### src/rtl/ex_retire_sequencer.sv
// ex_retire_sequencer
// Purpose: records, in issue order, the execution unit (ALU/MUL/DIV/FPU) that
// each instruction was sent to. Only the unit at the head of that record may
// hand its result to MEM, so multi-cycle units retire strictly in program order.
//
// Ports:
//   clk, reset            clock, asynchronous active-high reset
//   issue_valid/_unit     issue record from ID (unit index 0=ALU 1=MUL 2=DIV 3=FPU)
//   issue_ready           record FIFO has space
//   res_valid/res_ready   per-unit result handshake
//   res_rd_wena/addr/data per-unit result payload, packed by unit index
//   valid_out/ready_in    result channel into MEM
//   rd_wena_out/rd_addr_out/rd_data_out/unit_out  selected head-unit result
//   inflight              number of recorded, not yet retired instructions
module ex_retire_sequencer #(
    parameter int unsigned DEPTH = 4,
    parameter int unsigned UNITS = 4
) (
    input  logic                  clk,
    input  logic                  reset,
    input  logic                  issue_valid,
    input  logic [1:0]            issue_unit,
    output logic                  issue_ready,
    input  logic [UNITS-1:0]      res_valid,
    output logic [UNITS-1:0]      res_ready,
    input  logic [UNITS-1:0]      res_rd_wena,
    input  logic [6*UNITS-1:0]    res_rd_addr,
    input  logic [32*UNITS-1:0]   res_rd_data,
    output logic                  valid_out,
    input  logic                  ready_in,
    output logic                  rd_wena_out,
    output logic [5:0]            rd_addr_out,
    output logic [31:0]           rd_data_out,
    output logic [1:0]            unit_out,
    output logic [$clog2(DEPTH):0] inflight
);

    localparam int unsigned PTR_W = $clog2(DEPTH);
    localparam int unsigned CNT_W = PTR_W + 1;

    logic [1:0]       fifo_q [DEPTH];
    logic [PTR_W-1:0] wr_ptr_q;
    logic [PTR_W-1:0] rd_ptr_q;
    logic [CNT_W-1:0] count_q;

    logic       empty;
    logic       full;
    logic       push;
    logic       pop;
    logic [1:0] head;

    assign empty       = (count_q == '0);
    assign full        = (count_q == CNT_W'(DEPTH));
    assign head        = fifo_q[rd_ptr_q];
    // Ready depends only on occupancy: a retire this cycle frees the slot next cycle.
    assign issue_ready = !full;
    assign push        = issue_valid && issue_ready;
    assign pop         = valid_out && ready_in;
    assign inflight    = count_q;

    // Head-unit result mux and per-unit accept
    always_comb begin
        valid_out   = 1'b0;
        rd_wena_out = 1'b0;
        rd_addr_out = '0;
        rd_data_out = '0;
        unit_out    = '0;
        res_ready   = '0;
        if (!empty) begin
            unit_out = head;
            for (int i = 0; i < UNITS; i++) begin
                if (head == 2'(i)) begin
                    valid_out    = res_valid[i];
                    rd_wena_out  = res_rd_wena[i];
                    rd_addr_out  = res_rd_addr[6*i +: 6];
                    rd_data_out  = res_rd_data[32*i +: 32];
                    res_ready[i] = ready_in;
                end
            end
        end
    end

    // Issue-order storage; contents are only observed while non-empty
    always_ff @(posedge clk) begin
        if (push) begin
            fifo_q[wr_ptr_q] <= issue_unit;
        end
    end

    // Pointers and occupancy
    always_ff @(posedge clk or posedge reset) begin
        if (reset) begin
            wr_ptr_q <= '0;
            rd_ptr_q <= '0;
            count_q  <= '0;
        end else begin
            if (push) begin
                wr_ptr_q <= wr_ptr_q + PTR_W'(1);
            end
            if (pop) begin
                rd_ptr_q <= rd_ptr_q + PTR_W'(1);
            end
            case ({push, pop})
                2'b10:   count_q <= count_q + CNT_W'(1);
                2'b01:   count_q <= count_q - CNT_W'(1);
                default: count_q <= count_q;
            endcase
        end
    end

endmodule

### config.mk
export PLATFORM = sky130hd
export DESIGN_NAME = ex_retire_sequencer
export DESIGN_NICKNAME = d
export VERILOG_FILES = /design/src/rtl/ex_retire_sequencer.sv
export SDC_FILE = /design/constraint.sdc
export NUM_CORES = 1
export LEC_CHECK = 0
export CAP_MARGIN = 20
export CORE_AREA = 2 2 85 87
export CTS_CLUSTER_DIAMETER = 100
export DETAILED_ROUTE_END_ITERATION = 7
export DIE_AREA = 0 0 87 89
export DONT_BUFFER_PORTS = 1
export PLACE_DENSITY = 0.54
export SYNTH_ARGS = -nofsm -noshare
export SYNTH_HDL_FRONTEND = slang
export SYNTH_SLANG_ARGS = --single-unit
### constraint.sdc
create_clock -name clk -period 3.15 [get_ports clk]
set_input_delay 0.63 -clock clk [delete_from_list [all_inputs] [get_ports clk]]
set_output_delay 0.63 -clock clk [all_outputs]
set_load 0.005 [all_outputs]
==> results of run 1 <==
==> synthesized netlist by cell type, drive strengths merged <==
| cell type | instances | area [um2] |
|---|---|---|
| mux2i | 5 | 50.1 |
| xor2 | 3 | 26.3 |
| fa | 1 | 20.0 |
| dfrtp | 7 | 175 |
| xnor2 | 3 | 26.3 |
| mux2 | 2 | 22.5 |
| edfxtp | 8 | 240 |
| nand4 | 1 | 6.26 |
| or3 | 1 | 6.26 |
| nor3 | 5 | 25.0 |
| and3 | 4 | 25.0 |
| clkbuf | 7 | 26.3 |
| and2 | 40 | 250 |
| inv | 7 | 26.3 |
| nor2 | 3 | 11.3 |
| o21ai | 1 | 5.00 |
| ha | 5 | 62.6 |
| mux4 | 41 | 935 |
| buf | 10 | 114 |
| nand3 | 1 | 5.00 |
| nand2 | 3 | 11.3 |
| and2b | 1 | 7.51 |
==> timing repair <==
action,in CTS,in global routing
endpoints found under the setup margin,13,4
setup buffers,0,0
gates resized for setup,1,3
gates cloned,0,0
endpoints found under the hold margin,0,0
==> power groups by stage <==
stage / sequential (mW) / combinational (mW) / clock, mW
finish: 0.366 / 1.81 / 0.156
global route: 0.383 / 2.00 / 0.167
CTS: 0.367 / 1.83 / 0.160
detailed placement: 0.369 / 1.82 / 0
global placement: 0.357 / 1.77 / 0
floorplan: 0.326 / 1.74 / 0
==> placed cells by master (no fill, tap or decap), types with 2 or more instances in the layout <==
master and n:
and2_1 40, mux4_2 38, edfxtp_1 8, inv_1 7
dfrtp_1 7, diode_2 6, nor3_1 5, ha_1 5
mux2i_1 4, and3_1 4, nand2_1 3, xnor2_1 3
nor2_1 3, mux4_1 3, xor2_1 3, clkbuf_8 3
mux2_2 2, buf_4 2
==> state kept, by name, indices dropped and copies added (netlist names) <==
register / count
fifo_q: 8
inflight: 3
rd_ptr_q: 2
wr_ptr_q: 2
==> layer usage <==
| metal | GRT usage, % | up-vias | routed length [um] |
|---|---|---|---|
| li1 | - | 600 | - |
| met1 | 14.9 | 730 | 1960 |
| met2 | 26.0 | 102 | 3530 |
| met3 | 5.63 | 2 | 737 |
| met4 | 4.26 | 0 | 34 |
| met5 | 0 | - | 0 |
==> worst max path at each step <==
stage	start	to	slack, ns	cells past startpoint
after global placement	rd_ptr_q[0]$_DFFE_PP0P_	rd_addr_out[5]	0.24	4
after floorplan	rd_ptr_q[0]$_DFFE_PP0P_	inflight[2]$_DFFE_PP0P_	0.51	12
after global routing	rd_ptr_q[0]$_DFFE_PP0P_	rd_addr_out[5]	0.03	4
final	rd_ptr_q[0]$_DFFE_PP0P_	rd_addr_out[5]	0.17	4
after detailed placement	rd_ptr_q[0]$_DFFE_PP0P_	rd_addr_out[5]	0.19	4
after CTS	rd_ptr_q[0]$_DFFE_PP0P_	rd_addr_out[5]	0.08	4
==> cell families after synthesis <==
| logic type | count (synthesis) | synth area share (%) |
|---|---|---|
| and+or+nand+nor | 59 | 16.7 |
| muxes | 48 | 48.5 |
| buffers and inverters | 24 | 8.01 |
| DFF | 15 | 20.0 |
| xor gates and xnor gates | 6 | 2.53 |
| adders and majority gates | 6 | 3.98 |
| AOI/OAI and AO/OA | 1 | 0.241 |
==> layout make-up <==
class / instances / area [um2]
Sequential cell: 15 / 415
Fill cell: 684 / 4580
Multi-Input combinational cell: 120 / 1500
Inverter: 7 / 26.3
Timing Repair Buffer: 3 / 30.0
Clock buffer: 3 / 41.3
Antenna cell: 6 / 15.0
Clock inverter: 1 / 7.51
Tap cell: 80 / 100
==> critical path: stages (launching register included) <==
cell and delay, ns:
dfrtp_1 0.46, mux4_2 0.42, buf_8 0.37, mux4_1 0.62
and2_1 0.20
==> per-stage QoR <==
stage          cell area [um2]  power (mW)  cells  utilization [%]  setup slack (ns)
4_1_cts                   2110        2.36    229             31.4            0.0790
3_3_place_gp              2060        2.13    225             30.7             0.236
3_5_place_dp              2060        2.19    225             30.7             0.186
5_1_grt                   2130        2.55    233             31.7            0.0330
6_report                  2130        2.33    235             31.8             0.174
2_1_floorplan             2080        2.07    159                -             0.514
==> run_results.csv, run 1 <==
group,metric,value,unit
global_routing,grt_overflow,0,
sta,maxSlewViolCount,0,
cts,ctsHtreeMaxLevel,1,
drt,viasPerCell,6.10,
cts,cts_buffers,3,
sta,max_freq,336,MHz
drt,wire_per_inst,26.7,um
sta,hold_violations,0,
global_routing,grt_pass1_wl,8150,um
cts,tritoncts,"yes",
placement,gp_congestion,0.742,
pwr,p_int,1.34,mW
critical_path,r2r-end,"inflight[2]$_DFFE_PP0P_",
drt,via_count,1434,
critical_path,arrival,2.35,ns
logic_synthesis,synth_cells,159,
min_path,hp-class,"in2async",
sta,fin_crit,2.98,ns
logic_synthesis,syn_area,2080,um2
logic_synthesis,syn-num-nets,331,
sta,tightest_slew,0.458,ns
pwr,leakagePower,0.753,nW
critical_path,rr_worst_depth,10,
logic_synthesis,postSynthAreaPerCell,13.1,um2
die,die_h,89,um
die,std_cell_rows,30,
sta,grt_setup_unrepaired,"false",
drt,drt-pass1-iter-count,4,
cts,cts-root-buf,"clkbuf_8",
critical_path,crit_path_end_kind,"output pin",
cts,clkTransAtPathRegs,0.06,ns
pwr,vdd.ir_drop.worst,436,uV
critical_path,regToRegSetupSlack,0.30,ns
critical_path,r2r_start,"rd_ptr_q[0]$_DFFE_PP0P_",
placement,io_buffers,0,
cts,holdBufCountCts,0,
pwr,p_clk_share,6.7,%
critical_path,required,2.52,ns
global_routing,grt_pass1_vias,1425,
die,core_area,6720,um2
logic_synthesis,ys_warn_count,0,
logic_synthesis,synth_cell_types,25,
global_routing,grt_max_degree,43,
cells_and_area,areaGrowthSynthToFinish,2.77,%
drt,drt_iter0_drc,27,
cells_and_area,drive_gt1_share,32.2,%
logic_synthesis,ys_seq_elements,15,
drt,drc_errors,0,
critical_path,path_max_fanout,42,
logic_synthesis,synth_seq_area_share,20.0,%
sta,period_share,94.5,%
critical_path,startpoint_type,"flop",
sta,relSlewSlack,69.5,%
cts,ctsLongestPathBuffers,2,
drt,wl,6260,um
placement,dp_hpwl,5480,um
global_routing,antenna_found_initial,6,
sta,skew,0.000781,ns
outcome,status,"finished, final reports clean",
run,max_cap_violations,0,
pwr,p_sw_share,42.7,%
cells_and_area,fin_nets,322,
pwr,sequentialPowerShare,15.7,%
cts,cts.sinks,15,
sta,setup_violations,0,
pwr,power_density,1090,nW/um2
die,ios,216,
die,dieArea,7740,um2
pwr,power.switching,997,uW
critical_path,criticalPathCategory,"reg2out",
sta,whs,0.196,ns
cts,clock_latency,0.24,ns
drt,detail-route-antenna-nets,0,
die,die_w,87,um
die,initial_core_util,30.9,%
pwr,combPwrFrac,77.6,%
sta,setup_tns,0,ns
global_routing,grt_util_all_layers,14.1,%
Note: power is estimated with default switching activity, not from simulation.
==> run 2, diff against run 1 <==
- ABC_CLOCK_PERIOD_IN_PS: unset -> 3150
==> results of run 2 <==
Final layout, timing and power as in run 1 (identical DEF).
==> run 3, diff against run 2 <==
--- a/config.mk
+++ b/config.mk
@@ -15,2 +15,3 @@
 export PLACE_DENSITY = 0.54
+export SLEW_MARGIN = 10
 export SYNTH_ARGS = -nofsm -noshare
--- a/constraint.sdc
+++ b/constraint.sdc
@@ -3,2 +3,2 @@
 set_output_delay 0.63 -clock clk [all_outputs]
-set_load 0.005 [all_outputs]
+set_load 0.01 [all_outputs]
==> run 3 against run 2 <==
Cell area rose by 0.35%; combinational power up 11%; worst hold slack gained 0.00078 ns; critical path type unchanged; largest power group unchanged.
==> run_results.csv, run 3 (synthesis gave the netlist of run 1 again) <==
group,metric,value,unit
critical_path,r2r_start,"rd_ptr_q[0]$_DFFE_PP0P_",
pwr,leakagePower,0.768,nW
die,ios,216,
critical_path,path_max_fanout,9,
critical_path,regToRegSetupSlack,0.31,ns
placement,dp_hpwl,5440,um
placement,gp_congestion,0.761,
sta,hold_violations,0,
die,dieArea,7740,um2
cells_and_area,largest_reg_flops,8,
cells_and_area,drive_gt1_share,31.8,%
cts,cts-root-buf,"clkbuf_8",
die,initial_core_util,30.9,%
cts,ctsLongestPathBuffers,2,
sta,maxSlewViolCount,0,
global_routing,grt_util_all_layers,13.6,%
cts,cts.sinks,15,
cells_and_area,fin_cells,235,
die,std_cell_rows,30,
drt,wire_per_inst,26.4,um
critical_path,required,2.52,ns
critical_path,criticalPathCategory,"reg2out",
critical_path,startpoint_type,"flop",
cts,cts_resized,0,
sta,tightest_slew,0.496,ns
placement,io_buffers,0,
sta,max_freq,346,MHz
pwr,vdd.ir_drop.worst,452,uV
placement,dp.cells,226,
cts,clock_latency,0.24,ns
drt,detail-route-antenna-nets,0,
cts,tritoncts,"yes",
global_routing,grt_pass1_wl,7930,um
critical_path,r2r-end,"inflight[2]$_DFFE_PP0P_",
critical_path,critPathMaxStageDelay,0.61,ns
cells_and_area,final_common_cell,"and2_1",
sta,setup_tns,0,ns
global_routing,grt-busiest-layer,"met2",
pwr,power_density,1180,nW/um2
critical_path,cpMaxStageDelayCell,"mux4_2",
sta,fin_crit,2.89,ns
die,die_h,89,um
cts,holdBufCountCts,0,
outcome,status,"finished, final reports clean",
drt,drt_iter0_drc,32,
critical_path,crit_buf_inv,1,
global_routing,grt_pass1_vias,1425,
sta,period_share,91.8,%
cts,cts_buffers,3,
cells_and_area,num-fill-cells,669,
critical_path,path_cells,"mux4_2 > buf_4 > mux4_1 > and2_1",
drt,drt-pass1-iter-count,4,
die,die_w,87,um
global_routing,grt_max_degree,43,
drt,viasPerCell,5.95,
cells_and_area,fin_nets,324,
drt,via_count,1398,
global_routing,grt_overflow,0,
drt,wl,6210,um
sta,relSlewSlack,67.0,%
pwr,finalPower,2.54,mW
min_path,hp-class,"in2async",
sta,grt_setup_unrepaired,"false",
cells_and_area,layout_common_cells,"and2_1, mux4_2, edfxtp_1",
critical_path,crit_path_end_kind,"output pin",
cells_and_area,areaGrowthSynthToFinish,3.13,%
cells_and_area,top_register,"fifo_q",
cts,ctsHtreeMaxLevel,1,
critical_path,rr_worst_depth,10,
global_routing,grt_use_met2,25.3,%
critical_path,path_delay_family,"multiplexers",
global_routing,grtUsageMet1,14.4,%
die,core_area,6720,um2
global_routing,grtUsageMet3,6.37,%
run,max_cap_violations,0,
critical_path,arrival,2.26,ns
global_routing,antenna_found_initial,4,
sta,skew,0.00253,ns
drt,drc_errors,0,
cts,clkTransAtPathRegs,0.06,ns
sta,setup_violations,0,
[run 3: changes by cell type in the layout (fill, tap and decap cells not counted), sizes merged]
cell and delta:
clkbuf +1, diode -2, buf +2, clkinvlp -1
[run 3: timing repair]
action | 4_1_cts | 5_1_grt
setup endpoints to repair | 0 | 24
setup buffers | 0 | 1
hold endpoints to repair | 0 | 0
[run 3: stage by stage]
step / setup slack (ns) / hold slack [ns] / utilization, % / area, um2
after floorplan: 0.514 / 0.433 / - / 2080
after global placement: 0.394 / 0.462 / 30.9 / 2080
after detailed placement: 0.263 / 0.464 / 30.9 / 2080
after CTS: 0.0623 / 0.207 / 31.6 / 2120
after global routing: 0.113 / 0.207 / 31.8 / 2140
final: 0.258 / 0.197 / 31.9 / 2140
[run 3: worst max path at each step]
stage | end | cells after the start | slack [ns] | startpoint
5_1_grt | inflight[2]$_DFFE_PP0P_ | 10 | 0.11 | rd_ptr_q[0]$_DFFE_PP0P_
3_3_place_gp | rd_data_out[3] | 4 | 0.39 | rd_ptr_q[0]$_DFFE_PP0P_
2_1_floorplan | inflight[2]$_DFFE_PP0P_ | 12 | 0.51 | rd_ptr_q[0]$_DFFE_PP0P_
6_report | rd_data_out[31] | 4 | 0.26 | rd_ptr_q[0]$_DFFE_PP0P_
4_1_cts | rd_data_out[3] | 4 | 0.06 | rd_ptr_q[0]$_DFFE_PP0P_
3_5_place_dp | inflight[2]$_DFFE_PP0P_ | 9 | 0.26 | rd_ptr_q[0]$_DFFE_PP0P_
[run 3: final cells by class]
type                            count  area (um2)  share of cell area [%]
Timing Repair Buffer                5        50.0                    2.34
Inverter                            7        26.3                    1.23
Antenna cell                        4        10.0                   0.467
Multi-Input combinational cell    120        1500                    69.8
Sequential cell                    15         415                    19.4
Clock buffer                        4        45.0                    2.10
Tap cell                           80         100                    4.67
[run 3: power by group]
part / internal (mW) / leakage (nW) / total, mW / switching [mW]
Combinational: 0.994 / 0.590 / 2.01 / 1.02
Sequential: 0.281 / 0.155 / 0.372 / 0.0908
Clock: 0.0893 / 0.0228 / 0.150 / 0.0605
Total: 1.36 / 0.768 / 2.54 / 1.17
[run 3: routing by layer]
layer / vias to the layer above / part of all wire [%]
met2: 90 / 55
met4: 0 / 0.74
met1: 701 / 32
met3: 4 / 12
met5: - / 0
li1: 603 / -
[run 3: worst reg2reg max path: cells and delay by family, from the launching register on]
family                   cells  cell delay, ns
multiplexers                 3            1.00
XOR/XNOR                     2            0.32
buffers and inverters        1            0.07
flip-flops                   1            0.48
adder cells (fa/ha/maj)      2            0.57
AND/OR/NAND/NOR              2            0.31
